**src/rtl/disp_pkg.sv**
```systemverilog
// Shared constants, segment decoding and converter state type for the
// multiplexed 7-segment display scanner.
package disp_pkg;

  // Segment patterns gfedcba, active-high before inversion
  localparam logic [6:0] SEG_0     = 7'b0111111;
  localparam logic [6:0] SEG_1     = 7'b0000110;
  localparam logic [6:0] SEG_2     = 7'b1011011;
  localparam logic [6:0] SEG_3     = 7'b1001111;
  localparam logic [6:0] SEG_4     = 7'b1100110;
  localparam logic [6:0] SEG_5     = 7'b1101101;
  localparam logic [6:0] SEG_6     = 7'b1111101;
  localparam logic [6:0] SEG_7     = 7'b0000111;
  localparam logic [6:0] SEG_8     = 7'b1111111;
  localparam logic [6:0] SEG_9     = 7'b1101111;
  localparam logic [6:0] SEG_DASH  = 7'b1000000;
  localparam logic [6:0] SEG_BLANK = 7'b0000000;

  typedef enum logic [1:0] {
    CONV_IDLE,
    CONV_SHIFT,
    CONV_COMMIT
  } conv_state_e;

  function automatic logic [6:0] bcd_to_seg(input logic [3:0] d);
    case (d)
      4'd0:    bcd_to_seg = SEG_0;
      4'd1:    bcd_to_seg = SEG_1;
      4'd2:    bcd_to_seg = SEG_2;
      4'd3:    bcd_to_seg = SEG_3;
      4'd4:    bcd_to_seg = SEG_4;
      4'd5:    bcd_to_seg = SEG_5;
      4'd6:    bcd_to_seg = SEG_6;
      4'd7:    bcd_to_seg = SEG_7;
      4'd8:    bcd_to_seg = SEG_8;
      4'd9:    bcd_to_seg = SEG_9;
      default: bcd_to_seg = SEG_BLANK;
    endcase
  endfunction

  // Largest value representable in n decimal digits
  function automatic longint unsigned pow10_minus1(input int unsigned n);
    longint unsigned p;
    p = 64'd1;
    for (int unsigned i = 0; i < n; i++) p = p * 64'd10;
    return p - 64'd1;
  endfunction

endpackage

```
**src/rtl/bin2bcd_seq.sv**
```systemverilog
// Sequential shift-add-3 binary-to-BCD converter with load/busy/done handshake;
// bcd/ovf are registered and valid in the cycle done pulses.
module bin2bcd_seq
  import disp_pkg::*;
#(
  parameter int unsigned VAL_W = 10,
  parameter int unsigned N_DIG = 8
) (
  input  logic                 clk,
  input  logic                 rst,
  input  logic [VAL_W-1:0]     value_i,
  input  logic                 load,
  output logic                 busy,
  output logic                 done,
  output logic [4*N_DIG-1:0]   bcd,
  output logic                 ovf
);

  localparam int unsigned BCD_W = 4 * N_DIG;
  localparam int unsigned CNT_W = $clog2(VAL_W + 1);
  localparam longint unsigned LIMIT = pow10_minus1(N_DIG);

  conv_state_e        state;
  logic [VAL_W-1:0]   bin_sr;
  logic [BCD_W-1:0]   acc;
  logic [BCD_W-1:0]   acc_adj_c;
  logic [CNT_W-1:0]   bit_cnt;
  logic               ovf_cap;

  // Add 3 to every BCD digit that is 5 or more before the next shift
  always_comb begin
    acc_adj_c = acc;
    for (int i = 0; i < int'(N_DIG); i++) begin
      if (acc[4*i +: 4] >= 4'd5) acc_adj_c[4*i +: 4] = acc[4*i +: 4] + 4'd3;
    end
  end

  always_ff @(posedge clk or negedge rst) begin
    if (!rst) begin
      state   <= CONV_IDLE;
      bin_sr  <= '0;
      acc     <= '0;
      bit_cnt <= '0;
      ovf_cap <= 1'b0;
      busy    <= 1'b0;
      done    <= 1'b0;
      bcd     <= '0;
      ovf     <= 1'b0;
    end else begin
      done <= 1'b0;
      case (state)
        CONV_IDLE: begin
          if (load) begin
            bin_sr  <= value_i;
            acc     <= '0;
            bit_cnt <= '0;
            ovf_cap <= (64'(value_i) > LIMIT);
            busy    <= 1'b1;
            state   <= CONV_SHIFT;
          end
        end
        CONV_SHIFT: begin
          {acc, bin_sr} <= {acc_adj_c[BCD_W-2:0], bin_sr, 1'b0};
          bit_cnt       <= bit_cnt + CNT_W'(1);
          if (bit_cnt == CNT_W'(VAL_W - 1)) state <= CONV_COMMIT;
        end
        CONV_COMMIT: begin
          // Overflowed digits are meaningless; present zeros instead
          bcd   <= ovf_cap ? '0 : acc;
          ovf   <= ovf_cap;
          done  <= 1'b1;
          busy  <= 1'b0;
          state <= CONV_IDLE;
        end
        default: state <= CONV_IDLE;
      endcase
    end
  end

endmodule

```
**src/rtl/seg_scan_display.sv**
```systemverilog
// N_DIG-digit multiplexed common-anode 7-segment scanner fed by a binary value.
// Optional macro DISP_BLINK_EN builds the per-digit blink frame counter.
module seg_scan_display
  import disp_pkg::*;
#(
  parameter int unsigned N_DIG       = 8,
  parameter int unsigned VAL_W       = 10,
  parameter int unsigned SCAN_DIV    = 100000,
  parameter int unsigned LZ_SUPPRESS = 1,
  parameter int unsigned BLINK_DIV   = 25
) (
  input  logic              clk,
  input  logic              rst,
  input  logic [VAL_W-1:0]  value_i,
  input  logic              load,
  output logic              busy,
  input  logic [N_DIG-1:0]  en_mask,
  input  logic [N_DIG-1:0]  dp_mask,
  input  logic [N_DIG-1:0]  blink_mask,
  output logic              ovf,
  output logic [N_DIG-1:0]  DIG,
  output logic [7:0]        Y
);

  localparam int unsigned BCD_W = 4 * N_DIG;
  localparam int unsigned PRE_W = (SCAN_DIV > 1) ? $clog2(SCAN_DIV) : 1;
  localparam int unsigned IDX_W = (N_DIG > 1) ? $clog2(N_DIG) : 1;

  logic              conv_done;
  logic [BCD_W-1:0]  conv_bcd;
  logic              conv_ovf;

  bin2bcd_seq #(
    .VAL_W (VAL_W),
    .N_DIG (N_DIG)
  ) u_bin2bcd (
    .clk     (clk),
    .rst     (rst),
    .value_i (value_i),
    .load    (load),
    .busy    (busy),
    .done    (conv_done),
    .bcd     (conv_bcd),
    .ovf     (conv_ovf)
  );

  // Display register: written only on commit so a frame never mixes values
  logic [BCD_W-1:0] disp_bcd;

  always_ff @(posedge clk or negedge rst) begin
    if (!rst) begin
      disp_bcd <= '0;
      ovf      <= 1'b0;
    end else if (conv_done) begin
      disp_bcd <= conv_bcd;
      ovf      <= conv_ovf;
    end
  end

  logic [PRE_W-1:0] pre_cnt;
  logic [IDX_W-1:0] scan_idx;
  logic             tick_c;
  logic             last_slot_c;

  assign tick_c      = (pre_cnt == PRE_W'(SCAN_DIV - 1));
  assign last_slot_c = (scan_idx == IDX_W'(N_DIG - 1));

  always_ff @(posedge clk or negedge rst) begin
    if (!rst) begin
      pre_cnt  <= '0;
      scan_idx <= '0;
    end else begin
      pre_cnt <= tick_c ? '0 : pre_cnt + PRE_W'(1);
      if (tick_c) scan_idx <= last_slot_c ? '0 : scan_idx + IDX_W'(1);
    end
  end

  logic blink_dark_c;

`ifdef DISP_BLINK_EN
  localparam int unsigned BLK_W = (BLINK_DIV > 1) ? $clog2(BLINK_DIV) : 1;

  logic [BLK_W-1:0] frame_cnt;
  logic             blink_off;

  // Phase flips every BLINK_DIV completed frames
  always_ff @(posedge clk or negedge rst) begin
    if (!rst) begin
      frame_cnt <= '0;
      blink_off <= 1'b0;
    end else if (tick_c && last_slot_c) begin
      if (frame_cnt == BLK_W'(BLINK_DIV - 1)) begin
        frame_cnt <= '0;
        blink_off <= ~blink_off;
      end else begin
        frame_cnt <= frame_cnt + BLK_W'(1);
      end
    end
  end

  assign blink_dark_c = blink_off & blink_mask[scan_idx];
`else
  logic unused_blink;
  assign unused_blink = ^{blink_mask, 32'(BLINK_DIV)};
  assign blink_dark_c = 1'b0;
`endif

  logic [N_DIG-1:0] lz_dark_c;
  logic [3:0]       cur_bcd_c;
  logic [6:0]       seg_c;
  logic             dark_c;

  // A digit is a leading zero when it and every digit above it are zero
  always_comb begin
    logic zero_above;
    lz_dark_c  = '0;
    zero_above = 1'b1;
    for (int i = int'(N_DIG) - 1; i >= 0; i--) begin
      zero_above   = zero_above & (disp_bcd[4*i +: 4] == 4'd0);
      lz_dark_c[i] = (LZ_SUPPRESS != 0) && (i != 0) && zero_above;
    end
  end

  always_comb begin
    cur_bcd_c = 4'd0;
    for (int i = 0; i < int'(N_DIG); i++) begin
      if (scan_idx == IDX_W'(i)) cur_bcd_c = disp_bcd[4*i +: 4];
    end
    seg_c  = ovf ? SEG_DASH : bcd_to_seg(cur_bcd_c);
    dark_c = !en_mask[scan_idx] || (!ovf && lz_dark_c[scan_idx]) || blink_dark_c;
  end

  // Pins update together in the cycle after each tick
  always_ff @(posedge clk or negedge rst) begin
    if (!rst) begin
      DIG <= '1;
      Y   <= 8'hFF;
    end else if (tick_c) begin
      if (dark_c) begin
        DIG <= '1;
        Y   <= 8'hFF;
      end else begin
        DIG <= ~(N_DIG'(1) << scan_idx);
        Y   <= ~{dp_mask[scan_idx], seg_c};
      end
    end
  end

endmodule

```
**config.mk**
```make
export PLATFORM = sky130hd
export DESIGN_NAME = seg_scan_display
export DESIGN_NICKNAME = d
export VERILOG_FILES = /design/src/rtl/disp_pkg.sv /design/src/rtl/bin2bcd_seq.sv /design/src/rtl/seg_scan_display.sv
export SDC_FILE = /design/constraint.sdc
export NUM_CORES = 1
export LEC_CHECK = 0
export CORE_MARGIN = 2
export CORE_UTILIZATION = 45
export CTS_CLUSTER_DIAMETER = 60
export DETAILED_ROUTE_END_ITERATION = 12
export GPL_TIMING_DRIVEN = 0
export PLACE_DENSITY = 0.69
export SLEW_MARGIN = 25
export SYNTH_ARGS = -nofsm -noshare
export SYNTH_HDL_FRONTEND = slang
export SYNTH_SLANG_ARGS = --single-unit
```
**constraint.sdc**
```tcl
create_clock -name clk -period 8.22 [get_ports clk]
set_input_delay 1.644 -clock clk [delete_from_list [all_inputs] [get_ports clk]]
set_output_delay 1.644 -clock clk [all_outputs]
set_load 0.03 [all_outputs]
```
==> results of run 1 <==
cells in the final DEF (no fill, tap or decap), types with 6 or more instances in the layout:
| cell type | instances |
|---|---|
| mux2_2 | 43 |
| a31oi_1 | 6 |
| nor2b_1 | 8 |
| a21oi_1 | 40 |
| a22oi_1 | 10 |
| a32o_1 | 9 |
| clkdlybuf4s50_1 | 44 |
| o32ai_1 | 7 |
| nor2_1 | 37 |
| nand3_1 | 27 |
| xor2_1 | 14 |
| and2_1 | 7 |
| ha_1 | 31 |
| xnor2_1 | 14 |
| nor4_1 | 7 |
| o31ai_1 | 9 |
| clkbuf_16 | 17 |
| o21ai_0 | 64 |
| nand2b_1 | 9 |
| dfstp_2 | 16 |
| buf_2 | 6 |
| inv_1 | 32 |
| dfrtp_1 | 134 |
| clkbuf_1 | 28 |
| nand2_1 | 73 |
kinds of logic (layout without fill, tap and decap cells):
kind of cell / Yosys count / after routing
muxes: 50 / 50
DFF: 150 / 150
and+or+nand+nor: 193 / 193
xor gates and xnor gates: 28 / 28
AOI/OAI and AO/OA: 167 / 167
adders and majority gates: 31 / 31
other: 1 / 1
buffers and inverters: 70 / 148
state kept, by name (all words and copies together), names as in the netlist, 2 cells and up:
name / count
disp_bcd: 32
u_bin2bcd.acc: 32
u_bin2bcd.bcd: 32
pre_cnt: 17
u_bin2bcd.bin_sr: 10
DIG: 8
Y: 8
u_bin2bcd.bit_cnt: 4
scan_idx: 3
u_bin2bcd.state: 2
worst max path at each step:
stage | end | depth (start not counted)
final | Y[1] | 14
after global routing | Y[0] | 14
after CTS | Y[1] | 14
after detailed placement | Y[1] | 14
after global placement | u_bin2bcd.acc[25] | 1
after floorplan | Y[6] | 6
power groups by stage:
| stage | Clock (mW) | Combinational, mW | Sequential, mW |
|---|---|---|---|
| 2_1_floorplan | 0 | 0.604 | 1.09 |
| 3_3_place_gp | 0 | 0.753 | 1.14 |
| 3_5_place_dp | 0 | 0.803 | 1.15 |
| 4_1_cts | 0.852 | 0.811 | 1.14 |
| 5_1_grt | 0.881 | 0.909 | 1.17 |
| 6_report | 0.838 | 0.806 | 1.14 |
cell type report:
cell class	instances	area (sq um)
repair buffers	46	483
multi-input cells	470	3230
well taps	216	270
inverters	33	124
plain buffers	37	158
clock buffers	21	470
fillers	1326	7150
flip-flops and latches	150	3770
clock inverters	11	169
metrics by stage:
step / TNS [ps] / cells / area [sq um] / hold WS [ps]
3_3_place_gp: -19750 / 951 / 8010 / 456
5_1_grt: 0 / 984 / 8680 / 501
4_1_cts: 0 / 984 / 8680 / 478
6_report: 0 / 984 / 8680 / 470
2_1_floorplan: 0 / 690 / 7280 / 439
3_5_place_dp: 0 / 952 / 8040 / 462
layer usage:
metal | wire length (microns) | up-vias | part of all wire (%)
li1 | - | 2571 | -
met1 | 7130 | 2674 | 44
met2 | 8280 | 147 | 51
met3 | 674 | 27 | 4.1
met4 | 261 | 0 | 1.6
met5 | 0 | - | 0
==> results.yml, run 1 <==
die:
  pin_count: 55
  die_y_microns: 131
  initial_core_util_pct: 46.0
  die-area_sq_mm: 0.0172
  rows: 46
  coreArea_sq_mm: 0.0158
  die_x_microns: 131
clock_network:
  clock_sinks: 150
  numCtsBuffers: 17
  cts_hold_buf: 0
  ctsHtreeMaxLevel: 4
  cts_tree: "done"
  cts_setup_buffers: 0
  clk-insertion-delay-late_ps: 430
  clk_pin_slew_ps: 60
  root_buffer: "clkbuf_16"
  ctsResizeCount: 0
  clk_path_buf_depth: 2
cells_and_area:
  insertedDiodeCount: 0
  drive_above_1_share_pct: 14.3
  nNetsFinal: 823
  syn_to_final_growth_pct: 19.1
  final_core_util_pct: 54.8
grt:
  grtUsageMet2_pct: 33.6
  grt.total_usage_pct: 19.6
  grt_max_degree: 81
  top_usage_layer: "met2"
  grt.met3_usage_pct: 4.36
  grt_pass1_vias: 5449
  grt_pass1_wl_microns: 27400
  antenna_found_initial: 0
  grt_util_met1_pct: 24.4
  grt.overflow.total: 0
critical_path:
  cpLargestDelayFamily: "compound AO/OA/AOI/OAI gates"
  worstRegToRegCells: 14
  rrSetupSlack_ps: 4360
  critical_path_class: "reg2reg"
  max_stage_delay_ps: 850
  critPathSlowestCell: "o41ai_1"
  startpoint: "scan_idx[0]"
  rr_startpoint: "scan_idx[0]"
  worstPathRequired_ps: 8580
  cp.arrival_ps: 4220
  reg2reg_to: "Y[1]"
  end_kind: "flop"
  critPathBufInv: 5
  cp-start-kind: "flop"
  path_max_fanout: 10
  crit_path_cell_trace: "buf_2 -> inv_1 -> ha_1 -> clkbuf_1 -> clkbuf_1 -> a221oi_1 -> a211o_1 -> a21oi_1 -> o41ai_1 -> ha_1 -> inv_1 -> nor2_1 -> o21ai_0 -> o21a_1"
power_and_ir_drop:
  leakage_nw: 3.80
  vdd_drop_max_mv: 0.176
  p_clk_share_pct: 30.0
  swShare_pct: 34.1
  intPower_mw: 1.84
  switching_power_mw: 0.950
  powerDensity_mw_per_mm2: 321
  seq_power_share_pct: 41.0
  comb_power_share_pct: 28.9
  total_power_mw: 2.79
logic_synthesis:
  yosys.area.top_type: "dfrtp_1"
  synth_ff_type: "dfrtp_1"
  synth.area.mux_share_pct: 8.30
  synth_area_sq_mm: 0.00728
  synth-simple-area-share_pct: 12.8
  ys_top_cells_by_area: "dfrtp_1 (46%), mux2_2 (6.6%), dfstp_2 (5.8%)"
  yosysSeqAreaShare_pct: 51.8
  synthesis.nets: 758
  netlist-cell-type-count: 52
  synthCells: 690
  synth_top_family_by_area: "compound AO/OA/AOI/OAI gates"
  yosys-top-cells-count: "dfrtp_1 (134), nand2_1 (73), o21ai_0 (64), mux2_2 (43), a21oi_1 (40)"
  netlist.area_leader.share_pct: 46.0
  synthMostInstantiatedCell: "dfrtp_1"
  synth_compound_area_share_pct: 14.4
  synthAdderAreaFrac_pct: 5.32
  async_reset_ff_share_pct: 100
  syn_area_per_cell_sq_um: 10.6
  synth_xor_area_share_pct: 3.37
  ys_ff_latch: 150
  yosys_warnings: 0
  synth_edf_count: 0
sta:
  hold_viol_final: 0
  finalWorstSetupSlack_ps: 4360
  clock.fmax_mhz: 259
  slew_violations: 0
  rsz0062_at_grt: "no"
  worst_clock_skew_ps: 9.32
  fin_crit_sh_pct: 46.9
  fin_crit_ps: 3860
  worstMarginPinSlew_ps: 907
  setup_viol: 0
  slew-limit-headroom_pct: 38.8
flow_run:
  maxCapViolCount: 0
route:
  routed_wl_microns: 16300
  final_antenna_net_count: 0
  firstDrtPassIters: 5
  route.detailed.drc: 0
  drt-initial-drc-count: 304
  post_drt_wl_per_cell_microns: 16.6
  viasPerCell: 5.51
  dr_total_vias: 5419
hold_path:
  holdPathStages: 1
  hp-start: "pre_cnt[4]"
  hold_path.class: "reg2reg"
  worstHoldEndpoint: "pre_cnt[4]"
placed_design:
  place_ws_ps: 4350
  io_buffer_count: 45
  dp_hpwl_microns: 11700
  place.gp.congestion: 0.984
outcome:
  status: "completed"
No activity file was read; power rests on OpenSTA's default activity.
==> inputs of run 2 (changes only) <==
==> constraint.sdc (replaced) <==
create_clock -name clk -period 4 [get_ports clk]
set_input_delay 0.8 -clock clk [delete_from_list [all_inputs] [get_ports clk]]
set_output_delay 0.8 -clock clk [all_outputs]
set_load 0.03 [all_outputs]
==> run 2 against run 1 <==
Compared with the run above: global-route usage unchanged; setup slack got worse by 3900 ps; routed wire length hardly changed; highest routed layer unchanged; clock power rose by 110%; total power increased by 110%; critical endpoint unchanged; via count down 0.26%; clock skew hardly changed; sequential share of layout area is essentially flat; critical path type unchanged; cell count stayed put; combinational power is 110% higher; critical path depth unchanged.
==> results.yml, run 2 (same netlist as run 1, synthesis figures left out) <==
cells_and_area:
  multiInputGateArea_sq_mm: 0.00324
  regArea_sq_mm: 0.00377
  nNetsFinal: 823
  largestRegisters: "disp_bcd x32, u_bin2bcd.acc x32, u_bin2bcd.bcd x32"
  layout_common_cells: "dfrtp_1 (134), nand2_1 (73), o21ai_0 (64)"
  final_core_util_pct: 54.9
  mostFrequentLayoutCell: "dfrtp_1"
  insertedDiodeCount: 0
  syn_to_final_growth_pct: 19.2
  fillers: 1329
  drive_above_1_share_pct: 14.5
sta:
  hold_viol_final: 0
  fin_crit_ps: 3570
  worst_clock_skew_ps: 8.95
  rsz0062_at_grt: "no"
  fin_crit_sh_pct: 89.1
  slew-limit-headroom_pct: 51.8
  clock.fmax_mhz: 280
  slew_violations: 0
  tns_ps: 0
  setup_viol: 0
  worstMarginPinSlew_ps: 705
critical_path:
  startpoint: "scan_idx[0]"
  critical_path_class: "reg2reg"
  rr_startpoint: "scan_idx[0]"
  end_kind: "flop"
  worstPathRequired_ps: 4360
  cp.arrival_ps: 3930
  path_max_fanout: 10
  cp-start-kind: "flop"
clock_network:
  clk-insertion-delay-late_ps: 420
  clk_path_buf_depth: 2
  cts_tree: "done"
  root_buffer: "clkbuf_16"
  ctsResizeCount: 0
  numCtsBuffers: 17
  clk_pin_slew_ps: 60
  cts_setup_buffers: 0
  cts_hold_buf: 0
  ctsHtreeMaxLevel: 4
  clock_sinks: 150
grt:
  grt.total_usage_pct: 19.6
  grt.overflow.total: 0
  grt_pass1_vias: 5449
  grt_pass1_wl_microns: 27400
  grt_max_degree: 81
  antenna_found_initial: 0
die:
  pin_count: 55
  initial_core_util_pct: 46.0
  die_x_microns: 131
  die-area_sq_mm: 0.0172
  rows: 46
  coreArea_sq_mm: 0.0158
  die_y_microns: 131
placed_design:
  dp_hpwl_microns: 11700
  io_buffer_count: 45
  place.gp.congestion: 0.984
route:
  route.detailed.drc: 0
  post_drt_wl_per_cell_microns: 16.6
  final_antenna_net_count: 0
  routed_wl_microns: 16300
  firstDrtPassIters: 5
  drt-initial-drc-count: 278
  viasPerCell: 5.49
  dr_total_vias: 5405
power_and_ir_drop:
  leakage_nw: 3.80
  powerDensity_mw_per_mm2: 660
  vdd_drop_max_mv: 0.361
hold_path:
  hold_path.class: "in2async"
outcome:
  status: "completed"
flow_run:
  maxCapViolCount: 0
run 2: path summary, 6_finish.rpt:
kind,slack (ps),end,cells past startpoint
worst min-delay path,330,pre_cnt[5],1
worst min register to register,470,pre_cnt[4],1
max in group asynchronous,2890,u_bin2bcd.bcd[27],2
worst max register to register,430,Y[1],14
worst max-delay path,430,Y[1],14
min in group clk,470,pre_cnt[4],1
run 2: report_power, final:
| part | internal [mW] | total (mW) | switching, mW |
|---|---|---|---|
| Combinational | 0.709 | 1.66 | 0.948 |
| Sequential | 1.97 | 2.35 | 0.380 |
| Clock | 1.10 | 1.72 | 0.625 |
| Total | 3.78 | 5.73 | 1.95 |
run 2: final cells by class:
cell class | count | area share, %
plain buffers | 37 | 1.82
clock buffers | 21 | 5.42
clock inverters | 11 | 1.94
inverters | 33 | 1.43
multi-input cells | 470 | 37.3
flip-flops and latches | 150 | 43.5
well taps | 216 | 3.11
repair buffers | 46 | 5.56
run 2: per-layer routing:
| metal | vias to the layer above | global-route usage [%] | share of wire (%) |
|---|---|---|---|
| li1 | 2572 | - | - |
| met1 | 2677 | 24.4 | 44 |
| met2 | 132 | 33.6 | 51 |
| met3 | 24 | 4.36 | 4.0 |
| met4 | 0 | 7.37 | 1.3 |
| met5 | - | 0 | 0 |
run 2: stage by stage:
stage,power [mW],area (sq um),setup WS (ps),hold WS [ps],cells
floorplan,3.49,7280,989,439,690
finish,5.73,8680,434,327,984
global route,6.09,8680,63.2,375,984
CTS,5.76,8680,126,350,984
detailed placement,4.02,8040,135,462,952
global placement,3.89,8010,-3540,456,951
run 2: critical path, stage by stage (launching register included):
cell	delay, ps
dfrtp_1	380
buf_2	270
inv_1	120
ha_1	210
clkbuf_1	220
clkbuf_1	350
a221oi_1	350
a211o_1	180
a21oi_1	90
o41ai_2	580
ha_1	350
inv_1	70
nor2_1	40
o21ai_0	170
o21a_1	140
==> inputs of run 3 (changes only) <==
--- a/config.mk
+++ b/config.mk
@@ -10,6 +10,7 @@
 export CTS_CLUSTER_DIAMETER = 60
 export DETAILED_ROUTE_END_ITERATION = 12
 export GPL_TIMING_DRIVEN = 0
+export MAX_ROUTING_LAYER = met4
 export PLACE_DENSITY = 0.69
 export SLEW_MARGIN = 25
 export SYNTH_ARGS = -nofsm -noshare
==> run 3 against run 2 <==
Compared with the run above: critical path depth unchanged; cell area fell by 0.95%; die area unchanged; total power down 4.0%; highest routed layer unchanged; worst hold slack got worse by 25 ps.
==> results.yml, run 3 (same netlist as run 1, synthesis figures left out) <==
die:
  rows: 46
  pin_count: 55
  die_y_microns: 131
  die-area_sq_mm: 0.0172
  coreArea_sq_mm: 0.0158
  initial_core_util_pct: 46.0
  die_x_microns: 131
route:
  firstDrtPassIters: 4
  route.detailed.drc: 0
  final_antenna_net_count: 0
  viasPerCell: 5.35
  post_drt_wl_per_cell_microns: 16.1
  drt-initial-drc-count: 266
  routed_wl_microns: 15800
  dr_total_vias: 5256
critical_path:
  critPathSlowestCell: "o41ai_2"
  path_max_fanout: 10
  worstPathRequired_ps: 4360
  cpLargestDelayFamily: "compound AO/OA/AOI/OAI gates"
  critPathBufInv: 5
  max_stage_delay_ps: 580
  crit_path_cell_trace: "buf_2 -> inv_1 -> ha_1 -> clkbuf_1 -> clkbuf_1 -> a221oi_1 -> a211o_1 -> a21oi_1 -> o41ai_2 -> ha_1 -> inv_1 -> nor2_1 -> o21ai_0 -> o21a_1"
  cp-start-kind: "flop"
  critical_path_class: "reg2reg"
  rrSetupSlack_ps: 430
  cp.arrival_ps: 3940
  end_kind: "flop"
sta:
  worstMarginPinSlew_ps: 709
  clock.fmax_mhz: 280
  tns_ps: 0
  fin_crit_sh_pct: 89.3
  rsz0062_at_grt: "no"
  slew-limit-headroom_pct: 51.5
  setup_viol: 0
  hold_viol_final: 0
  worst_clock_skew_ps: 6.86
  slew_violations: 0
  fin_crit_ps: 3570
cells_and_area:
  largestRegisters: "disp_bcd x32, u_bin2bcd.acc x32, u_bin2bcd.bcd x32"
  layout_common_cells: "dfrtp_1 (134), nand2_1 (73), o21ai_0 (64)"
  syn_to_final_growth_pct: 18.1
  mostFrequentLayoutCell: "dfrtp_1"
  insertedDiodeCount: 0
  drive_above_1_share_pct: 14.3
  final_core_util_pct: 54.3
  finish.instance_area_sq_mm: 0.00860
  nNetsFinal: 823
power_and_ir_drop:
  comb_power_share_pct: 29.9
  p_clk_share_pct: 27.5
  total_power_mw: 5.50
  powerDensity_mw_per_mm2: 640
  seq_power_share_pct: 42.7
  intPower_mw: 3.57
  leakage_nw: 3.76
  swShare_pct: 35.1
  switching_power_mw: 1.93
  vdd_drop_max_mv: 0.394
clock_network:
  clk_pin_slew_ps: 60
  cts_setup_buffers: 0
  clock_sinks: 150
  root_buffer: "clkbuf_16"
  numCtsBuffers: 17
  clk_path_buf_depth: 2
  ctsHtreeMaxLevel: 4
  clk-insertion-delay-late_ps: 420
  cts_tree: "done"
placed_design:
  place.gp.congestion: 0.943
  io_buffer_count: 45
  dp_hpwl_microns: 11400
  place_area_sq_mm: 0.00804
grt:
  grt_pass1_wl_microns: 27300
  grt.total_usage_pct: 20.2
  antenna_found_initial: 0
  grt.overflow.total: 0
  grt_pass1_vias: 5430
  grt_max_degree: 94
flow_run:
  maxCapViolCount: 0
hold_path:
  hold_path.class: "in2async"
outcome:
  status: "completed"
==> run 3: timing repair <==
| action | CTS | global route |
|---|---|---|
| endpoints found under the setup margin | 0 | 4 |
| hold buffers | 0 | 0 |
| resized for setup | 0 | 1 |
==> run 3: worst paths after layout <==
| check | from | endpoint | cells after the start |
|---|---|---|---|
| max | scan_idx[0] | Y[1] | 14 |
| min | rst | pre_cnt[14] | 1 |
| max reg2reg | scan_idx[0] | Y[1] | 14 |
| min reg2reg | pre_cnt[4] | pre_cnt[4] | 1 |
| max in group asynchronous | rst | u_bin2bcd.acc[15] | 2 |
| min in group clk | pre_cnt[4] | pre_cnt[4] | 1 |
==> run 3: layout make-up <==
cell class                 count  area (sq um)
fill                        1360          7230
sequential                   150          3770
multi-input combinational    470          3240
timing repair buffer          46           483
clock buffer                  20           457
tap                          216           270
buffer                        37           158
inverter                      33           124
clock inverter                11           100
==> run 3: worst reg2reg max path, delay by kind of cell (launching register included) <==
kind            cells  cell delay (ps)
compound gates      6             1550
fa+ha+maj           2              560
buf+inv             5             1000
flops               1              370
simple gates        1               40
==> run 3: layer usage <==
metal	part of all wire [%]	wire, microns	vias up	GRT usage, %
met2	49	7720	103	32.0
met5	0	0	-	-
li1	-	-	2568	-
met3	3.9	615	19	4.59
met1	46	7200	2566	25.3
met4	1.7	269	0	7.79
==> run 3: stage by stage <==
stage	setup WS, ps	cells	hold WS (ps)
after floorplan	989	690	439
after global placement	-3590	951	457
after detailed placement	223	952	467
after CTS	143	983	296
after global routing	126	983	325
final	428	983	302
==> run 3: power by group through the flow <==
stage               Combinational [mW]  Sequential [mW]  Clock (mW)
floorplan                         1.24             2.24           0
global placement                  1.55             2.34           0
detailed placement                1.64             2.37           0
CTS                               1.66             2.34        1.55
global route                      1.88             2.41        1.61
finish                            1.64             2.35        1.51
